==> config.mk <==
export PLATFORM = sky130hd
export DESIGN_NAME = regfile_param
export DESIGN_NICKNAME = d
export VERILOG_FILES = /design/src/rtl/regfile_param.sv
export SDC_FILE = /design/constraint.sdc
export NUM_CORES = 2
export LEC_CHECK = 0
export CORE_ASPECT_RATIO = 1.5
export CORE_MARGIN = 4
export CORE_UTILIZATION = 50
export CTS_CLUSTER_SIZE = 14
export DETAILED_ROUTE_END_ITERATION = 10
export DONT_BUFFER_PORTS = 1
export GPL_TIMING_DRIVEN = 0
export SYNTH_ARGS = -nofsm -noshare
export SYNTH_HDL_FRONTEND = slang
export SYNTH_SLANG_ARGS = --single-unit
==> constraint.sdc <==
create_clock -name clk -period 4.3 [get_ports clk]
set_clock_uncertainty 0.15 [all_clocks]
set_input_delay 0.43 -clock clk [delete_from_list [all_inputs] [get_ports clk]]
set_output_delay 0.43 -clock clk [all_outputs]
set_load 0.05 [all_outputs]
==> src/rtl/regfile_param.sv <==
// regfile_param: parametrised register file with optional zero register,
// same-cycle write bypass and a one-entry-per-cycle clear engine.
//
// Ports:
//   clk, rst       clock, synchronous active-high reset
//   rd_addr        NUM_RD packed read addresses (port k at [k*AW +: AW])
//   rd_data        NUM_RD packed read data (port k at [k*DW +: DW])
//   wr_en/addr/data  write port (accepted when the clear engine is not running)
//   clr_req        start a sequenced clear of the whole array
//   busy           clear engine running
//   clr_done       one-cycle pulse after the last entry is cleared

module regfile_param #(
    parameter int DW       = 32,
    parameter int AW       = 5,
    parameter int NUM_RD   = 2,
    parameter int ZERO_REG = 1,
    parameter int BYPASS   = 1
) (
    input  logic                 clk,
    input  logic                 rst,
    input  logic [NUM_RD*AW-1:0] rd_addr,
    output logic [NUM_RD*DW-1:0] rd_data,
    input  logic                 wr_en,
    input  logic [AW-1:0]        wr_addr,
    input  logic [DW-1:0]        wr_data,
    input  logic                 clr_req,
    output logic                 busy,
    output logic                 clr_done
);

    localparam int DEPTH = 1 << AW;

    typedef enum logic [1:0] {
        IDLE,
        CLEAR,
        DONE
    } state_t;

    state_t        state;
    state_t        state_nx;
    logic [AW-1:0] cnt;
    logic [AW-1:0] cnt_nx;
    logic [DW-1:0] mem [DEPTH];
    logic          wr_ok;
    logic          byp_en;

    // Writes are dropped while clearing and never land in a hardwired zero.
    assign wr_ok = wr_en && (state != CLEAR)
                   && !((ZERO_REG != 0) && (wr_addr == '0));

    // Forwarding only in IDLE and only once reset is released.
    assign byp_en = (BYPASS != 0) && (state == IDLE) && wr_en && !rst;

    always_ff @(posedge clk) begin
        if (rst) begin
            state <= IDLE;
            cnt   <= '0;
        end else begin
            state <= state_nx;
            cnt   <= cnt_nx;
        end
    end

    always_comb begin
        state_nx = state;
        cnt_nx   = cnt;
        busy     = 1'b0;
        clr_done = 1'b0;
        unique case (state)
            IDLE: begin
                if (clr_req) begin
                    state_nx = CLEAR;
                    cnt_nx   = '0;
                end
            end
            CLEAR: begin
                busy   = 1'b1;
                cnt_nx = cnt + 1'b1;
                if (cnt == AW'(DEPTH - 1)) begin
                    state_nx = DONE;
                end
            end
            DONE: begin
                clr_done = 1'b1;
                state_nx = IDLE;
            end
            default: begin
                state_nx = IDLE;
            end
        endcase
    end

    always_ff @(posedge clk) begin
        if (rst) begin
            for (int i = 0; i < DEPTH; i++) begin
                mem[i] <= '0;
            end
        end else if (state == CLEAR) begin
            mem[cnt] <= '0;
        end else if (wr_ok) begin
            mem[wr_addr] <= wr_data;
        end
    end

    for (genvar k = 0; k < NUM_RD; k++) begin : g_rd
        logic [AW-1:0] ra;
        logic          is_zero;
        logic          hit;

        assign ra      = rd_addr[k*AW +: AW];
        assign is_zero = (ZERO_REG != 0) && (ra == '0);
        assign hit     = byp_en && (wr_addr == ra);

        assign rd_data[k*DW +: DW] = is_zero ? '0      :
                                     hit     ? wr_data :
                                               mem[ra];
    end

endmodule

# Yosys cells after proc, flatten, opt, wreduce, memory -nomap -nowiden
# Memories as Yosys holds them, arrays and structs flattened.
# Cells that the tools add are included.
# word_totals
register_bits,7
ramBits,1024
out_inout_bits,66
memories,1
# mem_list
memory,words,width,rd,rd_ports_with_merged_regs,wr,line_no,source
mem,32,32,2,0,32,44,logic [DW-1:0] mem [DEPTH];
# op_classes
addsub,1
eq_ne,8
n_mux,25
reduce_logical,17
# op_table
cell,n
32-bit 2-to-1 mux,6
32-bit OR reduction,2
5-bit logical NOT,3
5-bit 2-to-1 mux,3
1-bit 2-to-1 mux,12
5-bit == test,2
5-bit case mux with 2 select lines,1
1-bit logical AND,6
5-bit by 1-bit adder with 5-bit output (second input constant),1
5-bit == test (second input constant),1
2-bit 2-to-1 mux,2
2-bit != test (second input constant),2
2-bit case mux with 2 select lines,1
2-bit AND reduction,2
2-bit by 1-bit == test with 1-bit output (second input constant),1
2-bit == test (second input constant),1
1-bit logical NOT,2
2-bit logical NOT,1
2-bit by 1-bit != test with 1-bit output (second input constant),1
2-bit nonzero test,1

# Logic depth before layout (Yosys ltp)
# depth
word_depth,9
ltp_mapped,10
depth_no_buf,6

# Worst setup path after synthesis
# OpenSTA, ideal clock, no wires.
# synth_timing
path_type,input to output
start,input port rd_addr[6]
end,output port rd_data[61]
arrival_time_ps,2844
required_time_ps,3720
path_slack_ps,876
path_stages,8
n_path_buf,3
cell_sequence,buf_2 buf_2 clkbuf_1 mux4_2 o22ai_1 o21ai_0 o211ai_1 o21ai_0
# synth_between
elab_chain_len,4
word_cells_on_any_way,6
cone_classes,1 x eq/ne; 2 x mux; 2 x reduce/logical; 1 x memory
# synth_rtl
item,line_no,source
start: declaration,22,"input logic [NUM_RD*AW-1:0] rd_addr,"
"parallel branches: the longest is 3 deep, another holds memory read 32 x 32 bit",-,
32-bit 2-to-1 mux *,115,assign rd_data[k*DW +: DW] = is_zero ? '0 :
end: declaration,23,"output logic [NUM_RD*DW-1:0] rd_data,"
# Every way passes the cells marked *.

# Worst setup path in the final report
# layout_timing
start,input port rd_addr[3]
end,output port rd_data[31]
# Same word-level chain as after synthesis.

==> impl_metrics.toml <==
[power_and_ir_drop]
p_leak_nw = 19.9
p_per_area_mw_per_mm2 = 408
finalPower_mw = 24.6
ir_drop_uv = 393

[hold_path]
min-delay-start = "rst"
hold_class = "in -> reg"

[critical_path]
r2r-start = "state[1]$_SDFFE_PP0P_"
critPathKind = "in -> out"
cp_slowest_stage_delay_ps = 670
cp_max_fo = 10
crit_chain = "buf_2 > clkinv_2 > nand2_1 > or3_1 > and3_1 > buf_2 > a221o_1"
crit_slowest_cell = "a221o_1"
endpoint_kind = "primary output"
cp-startpoint = "rd_addr[3]"
arrival_ps = 3990
startpoint_type = "primary input"
cpMostUsedCell = "buf_2"
worst-endpoint-required_ps = 3720

[detailed_routing]
wire_per_inst_um = 48.8
num_vias = 41200
drt_first_pass_iters = 7
drc = 0
finalWirelength_mm = 271
ant_nets = 0
avgViaCountPerCell = 7.42
first_iter_violations = 7984

[final_layout]
stdcell_area_mm2 = 0.0604
fin_nets = 4091
area_growth_pct = 13.2
fillers = 8708
drive_gt1_share_pct = 28.3
layout_commonest_cell = "nor2_1"
final_cells = 5555
post-route-util_pct = 57.1
final_cell_mix = "nor2_1, edfxtp_1, mux4_2"

[floorplan]
num_rows = 146
initial_utilization_pct = 50.5
die_area_mm2 = 0.112
ios = 117
core_area_mm2 = 0.106
die_h_um = 408
die_w_um = 275

[grt]
gr-usage-all-layers_pct = 48.0
grt_overflow = 0
grt_pass1_vias = 39200
antenna_found_initial = 24
grt_start_max_net_pins = 33
grt_pass1_wl_mm = 352

[logic_synthesis]
syn_area_mm2 = 0.0534
synth_ff_type = "edfxtp_1"
syn_avg_cell_area_um2 = 13.9
ys_seq_elements = 1031
yosysTopAreaCell = "edfxtp_1"
seq_area_frac_synth_pct = 57.9
synth_top_area_share_pct = 57.6
synth_area_leaders = "edfxtp_1, mux4_2, nor2_1"
ys_types = 66
synth_cells = 3840
ys_warn_count = 0
ys_async_sr_fraction_pct = 0
synth-edff-count = 1024

[sta]
final.setup.worst_slack_ps = -267
rsz0062_at_grt = "true"
max_clock_freq_mhz = 219
finalCriticalPeriod_ps = 4570
slew_headroom_pct = -10.9
worstMarginPinSlew_ps = 1660
finalMaxSlewViolations = 11
whs_ps = 68.5
tns_ps = -6290
hold_violations = 0
final-setup-viol-count = 52
finalCritPeriodShare_pct = 106

[clock_network]
numCtsBuffers = 101
cts_root_buf = "clkbuf_16"
cts_tree = "done"
h-tree-depth = 3
insertion_delay_ps = 720
clk_path_buf_depth = 3
path_clk_slew_ps = 60
clock-sinks = 1031

[placement]
postPlaceCellArea_mm2 = 0.0561
dp_hpwl_mm = 196
dp_slack_ps = -1990
finalWeightedCongestion = 1.08
io_buffer_count = 0
dp_cells = 5311

[status]
status = "finished with violations"
violations = "max-capacitance violations, max-slew violations, negative setup slack"

[run]
max_cap_viol_count = 1
==> final timing paths <==
check,depth (start not counted),to,slack [ps]
setup / recovery,7,rd_data[31],-270
hold / removal,3,mem[16][0]$_SDFFCE_PN0P_,70
setup reg to reg,8,mem[9][17]$_SDFFCE_PN0P_,110
hold reg to reg,2,cnt[1]$_SDFFE_PP0P_,440
==> synth_stat cells, drive strengths merged, types with 9 or more instances <==
cell	n
nor2	1082
edfxtp	1024
mux4	439
clkbuf	202
buf	199
mux2	133
o22ai	125
mux2i	98
nand2	79
a22oi	57
nand2b	50
o21ai	42
a21oi	37
nor4	37
nand3	34
nor3	27
a221o	26
nor2b	20
a2111oi	19
a211oi	17
o211ai	17
xnor2	9
==> worst max-delay path: cells and delay by family <==
family | cells | cell delay, ps
compound gates | 1 | 670
buf+inv | 3 | 1540
simple gates | 3 | 1310
==> layer usage <==
metal,GRT usage (%),share of wire (%),up-vias
met1,59.2,32,20900
met3,18.7,15,1080
met4,38.3,10,10
li1,-,-,15100
met5,0,0.024,-
met2,67.2,42,4082
==> logic make-up after synthesis <==
family                     after synthesis  share of synthesized area, %
and+or+nand+nor                       1356                          10.6
DFF                                   1031                          57.9
muxes                                  670                          23.3
buffers and inverters                  409                          3.35
AOI/OAI and AO/OA                      361                          4.69
xor gates and xnor gates                10                         0.164
adders and majority gates                2                        0.0469
other                                    1                       0.00703
==> sequential cells by signal, summed over array words and instances (netlist names) <==
name	cells
cnt	5
mem	1024
state	2
==> area by class of cell <==
cell class	count	area, um2	share of cell area, %
inverters	8	31.3	0.0518
well taps	1406	1760	2.91
plain buffers	394	1990	3.30
clock inverters	73	728	1.21
clock buffers	116	2630	4.35
multi-input cells	2431	21200	35.2
repair buffers	71	1080	1.80
flip-flops and latches	1031	30900	51.1
diodes	25	62.6	0.104
==> power breakdown <==
group          switching, mW  total, mW  internal, mW
registers              0.193       11.6          11.4
clock network           4.20       9.32          5.12
logic                   2.62       3.72          1.10
==> what timing repair did <==
action	4_1_cts	5_1_grt
setup buffers	4	2
pin swaps	4	3
hold buffers	31	0
gates resized for setup	176	39
endpoints found under the setup margin	64	37
hold endpoints to repair	36	0
Power figures use the tool's default switching activity.
